## config.mk

```make
export PLATFORM = sky130hd
export DESIGN_NAME = bch_ibm_solver
export DESIGN_NICKNAME = d
export VERILOG_FILES = /design/src/rtl/bch_pkg.sv /design/src/rtl/gf_mul_var.sv /design/src/rtl/bch_ibm_solver.sv
export SDC_FILE = /design/constraint.sdc
export NUM_CORES = 1
export LEC_CHECK = 0
export ABC_CLOCK_PERIOD_IN_PS = 12050
export CAP_MARGIN = 20
export CORE_ASPECT_RATIO = 1.75
export CORE_UTILIZATION = 61
export DETAILED_ROUTE_END_ITERATION = 12
export GPL_TIMING_DRIVEN = 0
export PLACE_DENSITY = 0.85
export SKIP_CTS_REPAIR_TIMING = 1
export SLEW_MARGIN = 5
export SYNTH_ARGS = -nofsm -noshare
export SYNTH_HDL_FRONTEND = slang
export SYNTH_SLANG_ARGS = --single-unit
```

## constraint.sdc

```tcl
create_clock -name clk -period 12.05 [get_ports clk]
set_clock_uncertainty 0.15 [all_clocks]
set_input_delay 2.41 -clock clk [delete_from_list [all_inputs] [get_ports clk]]
set_output_delay 2.41 -clock clk [all_outputs]
set_load 0.02 [all_outputs]
```

## src/rtl/bch_pkg.sv

```systemverilog
// ---------------------------------------------------------------------------
// bch_pkg
// Shared definitions for the multi-code BCH decoder:
//   - code_t      : runtime code selector values
//   - M_OF_CODE   : field symbol width m for a code
//   - T_OF_CODE   : correction capability t for a code
//   - POLY_OF_CODE: primitive field polynomial for a code
//   - state_t     : key-equation solver FSM states
// Default widths used by the solver parameters are also kept here.
// ---------------------------------------------------------------------------
package bch_pkg;

   localparam int BCH_M_MAX = 10;
   localparam int BCH_T_MAX = 4;
   localparam int BCH_L_W   = 4;

   typedef enum logic [1:0] {
      CODE_NONE = 2'd0,
      CODE_63   = 2'd1,
      CODE_255  = 2'd2,
      CODE_1023 = 2'd3
   } code_t;

   localparam logic [BCH_M_MAX:0] POLY_M6  = 11'h043;
   localparam logic [BCH_M_MAX:0] POLY_M8  = 11'h11D;
   localparam logic [BCH_M_MAX:0] POLY_M10 = 11'h409;

   typedef enum logic [2:0] {
      IDLE = 3'd0,
      DISC = 3'd1,
      UPD  = 3'd2,
      CHK  = 3'd3,
      DONE = 3'd4
   } state_t;

   function automatic logic [3:0] M_OF_CODE(input logic [1:0] code);
      case (code)
         CODE_63:   return 4'd6;
         CODE_255:  return 4'd8;
         CODE_1023: return 4'd10;
         default:   return 4'd0;
      endcase
   endfunction

   function automatic logic [2:0] T_OF_CODE(input logic [1:0] code);
      case (code)
         CODE_63:   return 3'd2;
         CODE_255:  return 3'd2;
         CODE_1023: return 3'd4;
         default:   return 3'd0;
      endcase
   endfunction

   function automatic logic [BCH_M_MAX:0] POLY_OF_CODE(input logic [1:0] code);
      case (code)
         CODE_63:   return POLY_M6;
         CODE_255:  return POLY_M8;
         CODE_1023: return POLY_M10;
         default:   return '0;
      endcase
   endfunction

endpackage

```

## src/rtl/gf_mul_var.sv

```systemverilog
// ---------------------------------------------------------------------------
// gf_mul_var
// Combinational GF(2^m) multiplier with the field chosen at runtime.
// Shift-and-reduce in polynomial basis; m may be anything up to M_MAX.
// Ports:
//   a, b  : operands, bits at and above m are ignored / expected zero
//   poly  : field polynomial including the x^m term
//   m     : field symbol width
//   p     : product a*b mod poly, masked to m bits
// ---------------------------------------------------------------------------
module gf_mul_var #(
   parameter int M_MAX = 10,
   parameter int MW    = $clog2(M_MAX + 1)
) (
   input  logic [M_MAX-1:0] a,
   input  logic [M_MAX-1:0] b,
   input  logic [M_MAX:0]   poly,
   input  logic [MW-1:0]    m,
   output logic [M_MAX-1:0] p
);

   logic [M_MAX:0]   top;
   logic [M_MAX-1:0] mask;
   logic [M_MAX-1:0] acc;
   logic [M_MAX-1:0] cur;
   logic [M_MAX:0]   nxt;

   always_comb begin
      // top is the one-hot x^m position; for m==M_MAX its low bits are all
      // zero and the subtraction wraps to an all-ones mask.
      top  = (M_MAX+1)'(1) << m;
      mask = top[M_MAX-1:0] - M_MAX'(1);
      acc  = '0;
      cur  = a & mask;
      nxt  = '0;
      for (int i = 0; i < M_MAX; i++) begin
         if (b[i]) acc = acc ^ cur;
         nxt = {cur, 1'b0};
         if ((nxt & top) != '0) nxt = nxt ^ poly;
         cur = nxt[M_MAX-1:0];
      end
      p = acc & mask;
   end

endmodule

```

## src/rtl/bch_ibm_solver.sv

```systemverilog
// ---------------------------------------------------------------------------
// bch_ibm_solver
// Inversionless Berlekamp-Massey key-equation solver. Takes 2t syndromes and
// produces the error-locator polynomial sigma(x), its BM length L and a fail
// flag for the Chien search. Field and t are chosen per request by 'code'.
// Each iteration spends t+1 cycles on the discrepancy and t+1 cycles on the
// polynomial update, sharing two GF multipliers.
//
// Handshake: 'start' is a one-cycle request honoured only in IDLE (and not
// while rst is high); code/syndromes are captured on that edge. 'busy' is
// high from the next cycle until the result is ready; 'done' then pulses for
// one cycle and sigma/err_len/fail stay valid until the next accepted start.
//
// Ports:
//   clk, rst   : clock, synchronous active-high reset
//   start      : request pulse
//   code       : 1:(63,51) 2:(255,239) 3:(1023,983) 0:illegal
//   syndromes  : S_j at [(j-1)*M_MAX +: M_MAX], j=1..2*T_MAX
//   busy, done : status
//   fail       : uncorrectable (L>t, deg(sigma)!=L, or illegal code)
//   err_len    : final L
//   sigma      : coeff i at [i*M_MAX +: M_MAX]
//   dbg_state  : current FSM state
// ---------------------------------------------------------------------------
module bch_ibm_solver
   import bch_pkg::*;
#(
   parameter int M_MAX = BCH_M_MAX,
   parameter int T_MAX = BCH_T_MAX,
   parameter int L_W   = BCH_L_W
) (
   input  logic                       clk,
   input  logic                       rst,
   input  logic                       start,
   input  logic [1:0]                 code,
   input  logic [2*T_MAX*M_MAX-1:0]   syndromes,
   output logic                       busy,
   output logic                       done,
   output logic                       fail,
   output logic [L_W-1:0]             err_len,
   output logic [(T_MAX+1)*M_MAX-1:0] sigma,
   output state_t                     dbg_state
);

   localparam int MW  = $clog2(M_MAX + 1);
   localparam int T_W = $clog2(T_MAX + 1);

   state_t                   state;
   logic [MW-1:0]            m_q;
   logic [T_W-1:0]           t_q;
   logic [M_MAX:0]           poly_q;
   logic                     code_ok;
   logic [2*T_MAX*M_MAX-1:0] syn_q;

   logic [M_MAX-1:0]         sig     [T_MAX+1];
   logic [M_MAX-1:0]         bb      [T_MAX+1];
   logic [M_MAX-1:0]         sig_nxt [T_MAX+1];
   logic [M_MAX-1:0]         gamma;
   logic [M_MAX-1:0]         delta;
   logic signed [L_W:0]      k;
   logic [L_W-1:0]           len;
   logic [L_W-1:0]           r;
   logic [T_W-1:0]           idx;

   int                       j_idx;
   logic [M_MAX-1:0]         syn_sel;
   logic [M_MAX-1:0]         mul0_a, mul0_b, mul1_a, mul1_b;
   logic [M_MAX-1:0]         prod0, prod1, sig_new;
   logic [L_W-1:0]           two_t;
   logic [L_W-1:0]           deg;
   logic                     last_idx;
   logic                     last_r;

   assign dbg_state = state;

   // Multiplier 0: sigma_i * S_{r+1-i} while accumulating the discrepancy,
   // gamma * sigma_i during the update. Multiplier 1: delta * B_{i-1}.
   always_comb begin
      j_idx   = int'(r) + 1 - int'(idx);
      syn_sel = '0;
      if (j_idx >= 1) syn_sel = syn_q[(j_idx-1)*M_MAX +: M_MAX];
      mul0_a  = (state == UPD) ? gamma : syn_sel;
      mul0_b  = sig[idx];
      mul1_a  = delta;
      mul1_b  = (idx == '0) ? '0 : bb[idx - T_W'(1)];
      sig_new = prod0 ^ prod1;
   end

   always_comb begin
      two_t    = L_W'({t_q, 1'b0});
      last_idx = (idx == t_q);
      last_r   = (r == two_t - L_W'(1));
      deg      = '0;
      for (int i = 0; i <= T_MAX; i++)
         if (sig[i] != '0) deg = L_W'(i);
   end

   gf_mul_var #(.M_MAX(M_MAX), .MW(MW)) u_mul0 (
      .a(mul0_a), .b(mul0_b), .poly(poly_q), .m(m_q), .p(prod0)
   );

   gf_mul_var #(.M_MAX(M_MAX), .MW(MW)) u_mul1 (
      .a(mul1_a), .b(mul1_b), .poly(poly_q), .m(m_q), .p(prod1)
   );

   always_ff @(posedge clk) begin
      if (rst) begin
         state   <= IDLE;
         m_q     <= '0;
         t_q     <= '0;
         poly_q  <= '0;
         code_ok <= 1'b0;
         syn_q   <= '0;
         for (int i = 0; i <= T_MAX; i++) begin
            sig[i]     <= '0;
            bb[i]      <= '0;
            sig_nxt[i] <= '0;
         end
         gamma   <= '0;
         delta   <= '0;
         k       <= '0;
         len     <= '0;
         r       <= '0;
         idx     <= '0;
         busy    <= 1'b0;
         done    <= 1'b0;
         fail    <= 1'b0;
         err_len <= '0;
         sigma   <= '0;
      end else begin
         done <= 1'b0;
         case (state)
            IDLE: begin
               if (start) begin
                  m_q     <= M_OF_CODE(code);
                  t_q     <= T_OF_CODE(code);
                  poly_q  <= POLY_OF_CODE(code);
                  code_ok <= (code != CODE_NONE);
                  syn_q   <= syndromes;
                  for (int i = 0; i <= T_MAX; i++) begin
                     sig[i]     <= (i == 0) ? M_MAX'(1) : '0;
                     bb[i]      <= (i == 0) ? M_MAX'(1) : '0;
                     sig_nxt[i] <= '0;
                  end
                  gamma <= M_MAX'(1);
                  delta <= '0;
                  k     <= '0;
                  len   <= '0;
                  r     <= '0;
                  idx   <= '0;
                  busy  <= 1'b1;
                  state <= (code == CODE_NONE) ? CHK : DISC;
               end
            end

            DISC: begin
               // Terms with no syndrome behind them come in as zero products.
               delta <= (idx == '0) ? prod0 : (delta ^ prod0);
               if (last_idx) begin
                  idx   <= '0;
                  state <= UPD;
               end else begin
                  idx <= idx + T_W'(1);
               end
            end

            UPD: begin
               sig_nxt[idx] <= sig_new;
               if (last_idx) begin
                  // The final coefficient is taken straight from the datapath.
                  for (int i = 0; i <= T_MAX; i++) begin
                     if (i < int'(t_q))       sig[i] <= sig_nxt[i];
                     else if (i == int'(t_q)) sig[i] <= sig_new;
                     else                     sig[i] <= '0;
                  end
                  if ((delta != '0) && !k[L_W]) begin
                     for (int i = 0; i <= T_MAX; i++) bb[i] <= sig[i];
                     gamma <= delta;
                     k     <= ~k;  // two's complement: -k-1
                     len   <= r + L_W'(1) - len;
                  end else begin
                     // B <= x*B, dropping the coefficient that leaves 0..t.
                     bb[0] <= '0;
                     for (int i = 1; i <= T_MAX; i++)
                        bb[i] <= (i <= int'(t_q)) ? bb[i-1] : '0;
                     k <= k + (L_W+1)'(1);
                  end
                  idx <= '0;
                  if (last_r) begin
                     state <= CHK;
                  end else begin
                     r     <= r + L_W'(1);
                     state <= DISC;
                  end
               end else begin
                  idx <= idx + T_W'(1);
               end
            end

            CHK: begin
               for (int i = 0; i <= T_MAX; i++)
                  sigma[i*M_MAX +: M_MAX] <= code_ok ? sig[i] : '0;
               err_len <= len;
               fail    <= !code_ok || (len > L_W'(t_q)) || (deg != len);
               busy    <= 1'b0;
               done    <= 1'b1;
               state   <= DONE;
            end

            DONE: begin
               state <= IDLE;
            end

            default: begin
               state <= IDLE;
            end
         endcase
      end
   end

endmodule
```

==> results.cfg, run 1 <==
[outcome]
status = aborted with a tool error
lastStage = global routing (5_1_grt)
error = [ERROR GRT-0116] Global routing finished with congestion. Check the congestion regions in the DRC Viewer.

[synth]
syn_area_um2 = 24300
syn-instance-count = 2784
synth_edf_count = 150
synth_area_leader_cell = edfxtp_1
yosysMostFrequentCell = nand2_1
yosysTopAreaCellShare_pct = 18.5
synth.avg_cell_area_um2 = 8.73
seq_area_frac_synth_pct = 33.9
synth_area_leaders = edfxtp_1, dfxtp_1, xnor2_1, nand2_1, nor2_1
synth_common_cells = nand2_1, nor2_1, xnor2_1
async_flop_share_pct = 0
synth_cell_types = 118
yosys_most_used_dff = dfxtp_1
synth-seq-cells = 337
ys.warnings.count = 0
synth_fp_nets = 2911

[floorplan]
die_h_um = 266
initial_core_util_pct = 61.9
num_rows = 96
die_width_um = 153
num_io_pins = 145

[clocking]
cts_buffers = 30
h-tree-depth = 1
clock_path_buffers = 3
cts.sinks = 337
cts-root-buf = clkbuf_16

[placed_design]
hpwl_um = 77800
place.gp.congestion = 1.12
numPortBuffers = 144
post-place-cells = 3425

[global_route]
gr-total-overflow = 4
grt_pass1_wl_um = 163000
grt_usage_pct = 54.5
grt_pass1_vias = 26200
grt_max_degree = 44
## routing by layer
metal | global-route usage (%) | overflow
met1 | 50.7 | 0
met2 | 85.9 | 0
met3 | 23.1 | 0
met4 | 59.8 | 4
met5 | 1.34 | 0
## logic make-up after synthesis
| logic type | count (synthesis) | share of synthesized area, % |
|---|---|---|
| simple gates | 1077 | 19.8 |
| fa+ha+maj | 42 | 2.26 |
| flops | 337 | 33.9 |
| xor+xnor | 304 | 11.9 |
| buf+inv | 225 | 4.25 |
| compound gates | 636 | 18.5 |
| mux | 163 | 9.33 |
## through the flow
| stage | instance area, um2 | hold slack (ns) | setup slack (ns) | util (%) | setup TNS, ns |
|---|---|---|---|---|---|
| 2_1_floorplan | 24300 | 0.293 | 2.26 | - | 0 |
| 3_3_place_gp | 26400 | 0.310 | -2.13 | 67.1 | -163.51 |
| 3_5_place_dp | 26400 | 0.315 | -2.30 | 67.2 | -177.55 |
| 4_1_cts | 27500 | 0.332 | -2.44 | 69.9 | -189.73 |
==> inputs of run 2 (changes only) <==
- CORE_ASPECT_RATIO: 1.75 -> not set
- CORE_UTILIZATION: 61 -> 40
- PLACE_DENSITY: 0.85 -> not set
- PLACE_DENSITY_LB_ADDON: not set -> 0.15
==> run 2 against run 1 <==
  * The run now ends clean
  * Synthesized area unchanged
  * Synthesized cell count unchanged
==> results.cfg, run 2 <==
[outcome]
status = completed

[layout]
nNetsFinal = 3112
final_common_cell = nand2_1
drive_above_1_share_pct = 10.6
top_register = syn_q
largest_reg_flops = 80
syn2layout_area_growth_pct = 17.5
layout_common_cells = nand2_1, nor2_1, xnor2_1, a21oi_1, dfxtp_1
seq_area_um2 = 8250
diodes = 0
multiInputGateArea_um2 = 15300
fill_cells = 5747

[sta]
fin_crit_sh_pct = 96.8
final_max_slew_viol_count = 0
hold_violations = 0
fin_tns_setup_ns = 0
slew_headroom_pct = 18.5
period_needed_ns = 11.66
layout_setup_ws_ns = 0.386
finalSetupViolCount = 0
worstMarginPinSlew_ns = 1.22
fmax_mhz = 85.7

[setup_path]
worst_ep_required_time_ns = 12.33
worst_ep_arrival_time_ns = 11.94
start_kind = flop
cp_max_fo = 11
critPathKind = reg -> reg
endpoint_kind = flop
cp_slowest_stage_delay_ns = 0.70
r2r_cells = 41
r2r_setup_slack_ns = 0.39
cp_slowest_cell = fa_2

[floorplan]
die_width_um = 248
num_rows = 89
num_io_pins = 145
design.core.area_um2 = 59500
die_h_um = 248
initial_core_util_pct = 40.9
die_area_um2 = 61700

[routing]
wire_per_inst_um = 25.0
antenna_left = 0
first_iter_violations = 2610
firstDrtPassIters = 7
routed-via-count = 22800
route.detailed.drc = 0
viasPerCell = 6.01
drt_wl_total_um = 94900

[synth]
yosysTopAreaCellShare_pct = 18.5
synth-seq-cells = 337
seq_area_frac_synth_pct = 33.9
syn_area_um2 = 24300
synth_fp_nets = 2911
synth_edf_count = 150
ys.warnings.count = 0
syn-instance-count = 2784
yosys_most_used_dff = dfxtp_1
synth_cell_types = 118
synth.avg_cell_area_um2 = 8.73
yosysMostFrequentCell = nand2_1
synth_area_leader_cell = edfxtp_1
synth_area_leaders = edfxtp_1, dfxtp_1, xnor2_1, nand2_1, nor2_1
synth_common_cells = nand2_1, nor2_1, xnor2_1
async_flop_share_pct = 0

[placed_design]
pre_cts_slack_ns = -1.90
place.gp.congestion = 0.964
hpwl_um = 74300
numPortBuffers = 144

[global_route]
grt_usage_pct = 29.7
grt_max_degree = 31
antenna_found_initial = 3
gr-total-overflow = 0
grt_pass1_vias = 21700
grt_pass1_wl_um = 140000

[clocking]
cts_buffers = 40
clkLatencyLatePin_ns = 0.59
cts-root-buf = clkbuf_16
cts_tree = built
h-tree-depth = 2
clk_pin_slew_ns = 0.06
cts.sinks = 337
clock_path_buffers = 3

[power]
leakage_nw = 10.0
power.density_nw_per_um2 = 236
max-vdd-ir-drop_v = 0.000128

[worst_hold_path]
hold_class = reg -> reg
min_path_cells = 1

[job]
cap_violations = 0
run 2: cell counts after synthesis:
No cell type changed its count.
run 2: per-stage QoR:
stage                     area (um2)  total power (W)  std cells  hold WS [ns]  utilization [%]
after global routing           28500          0.00697       3789         0.340             48.0
after CTS                      28200          0.00642       3779         0.327             47.4
after global placement         26700          0.00513       3701         0.308             44.9
after floorplan                24300          0.00388       2784         0.293                -
after detailed placement       26800          0.00513       3706         0.313             45.0
final                          28500          0.00672       3789         0.327             48.0
run 2: path summary, 6_finish.rpt:
check                                      startpoint                          end
worst max-delay path              idx[0]$_SDFFE_PP0P_  sig_nxt[4][6]$_SDFFCE_PN0P_
worst min-delay path            sigma[3]$_SDFFE_PP0P_        sigma[3]$_SDFFE_PP0P_
worst max register to register    idx[0]$_SDFFE_PP0P_  sig_nxt[4][6]$_SDFFCE_PN0P_
worst min register to register  sigma[3]$_SDFFE_PP0P_        sigma[3]$_SDFFE_PP0P_
run 2: critical path: cells and delay by family, from the launching register on:
| kind | cells | cell delay [ns] |
|---|---|---|
| and+or+nand+nor | 14 | 2.86 |
| DFF | 1 | 0.42 |
| adders and majority gates | 4 | 1.74 |
| xor gates and xnor gates | 4 | 1.56 |
| AOI/OAI and AO/OA | 5 | 1.37 |
| muxes | 1 | 0.29 |
| buffers and inverters | 13 | 3.10 |
run 2: where the power goes:
part | switching, W | total [W] | internal, W
combinational | 0.00255 | 0.00395 | 0.00141
clock | 0.000516 | 0.00128 | 0.000762
sequential | 0.000158 | 0.00149 | 0.00134
run 2: routing by layer:
metal | global-route usage (%) | wire, um
met4 | 7.70 | 2160
met5 | 0 | 0
met3 | 6.35 | 9170
met2 | 45.1 | 41400
met1 | 42.5 | 42200
run 2: final cells by class:
type                    instances  area share, %
plain buffers                 172           2.97
well taps                     773           3.39
clock buffers                  56           4.01
flip-flops and latches        337           28.9
repair buffers                160           5.57
multi-input cells            2222           53.6
inverters                      52          0.697
clock inverters                17          0.855
run 2: kinds of logic after synthesis:
family                   after synthesis  synth area share, %
AND/OR/NAND/NOR                     1077                 19.8
AO/OA/AOI/OAI                        636                 18.5
flip-flops                           337                 33.9
XOR/XNOR                             304                 11.9
buffers and inverters                225                 4.25
multiplexers                         163                 9.33
adder cells (fa/ha/maj)               42                 2.26
No activity file was read; power rests on OpenSTA's default activity.
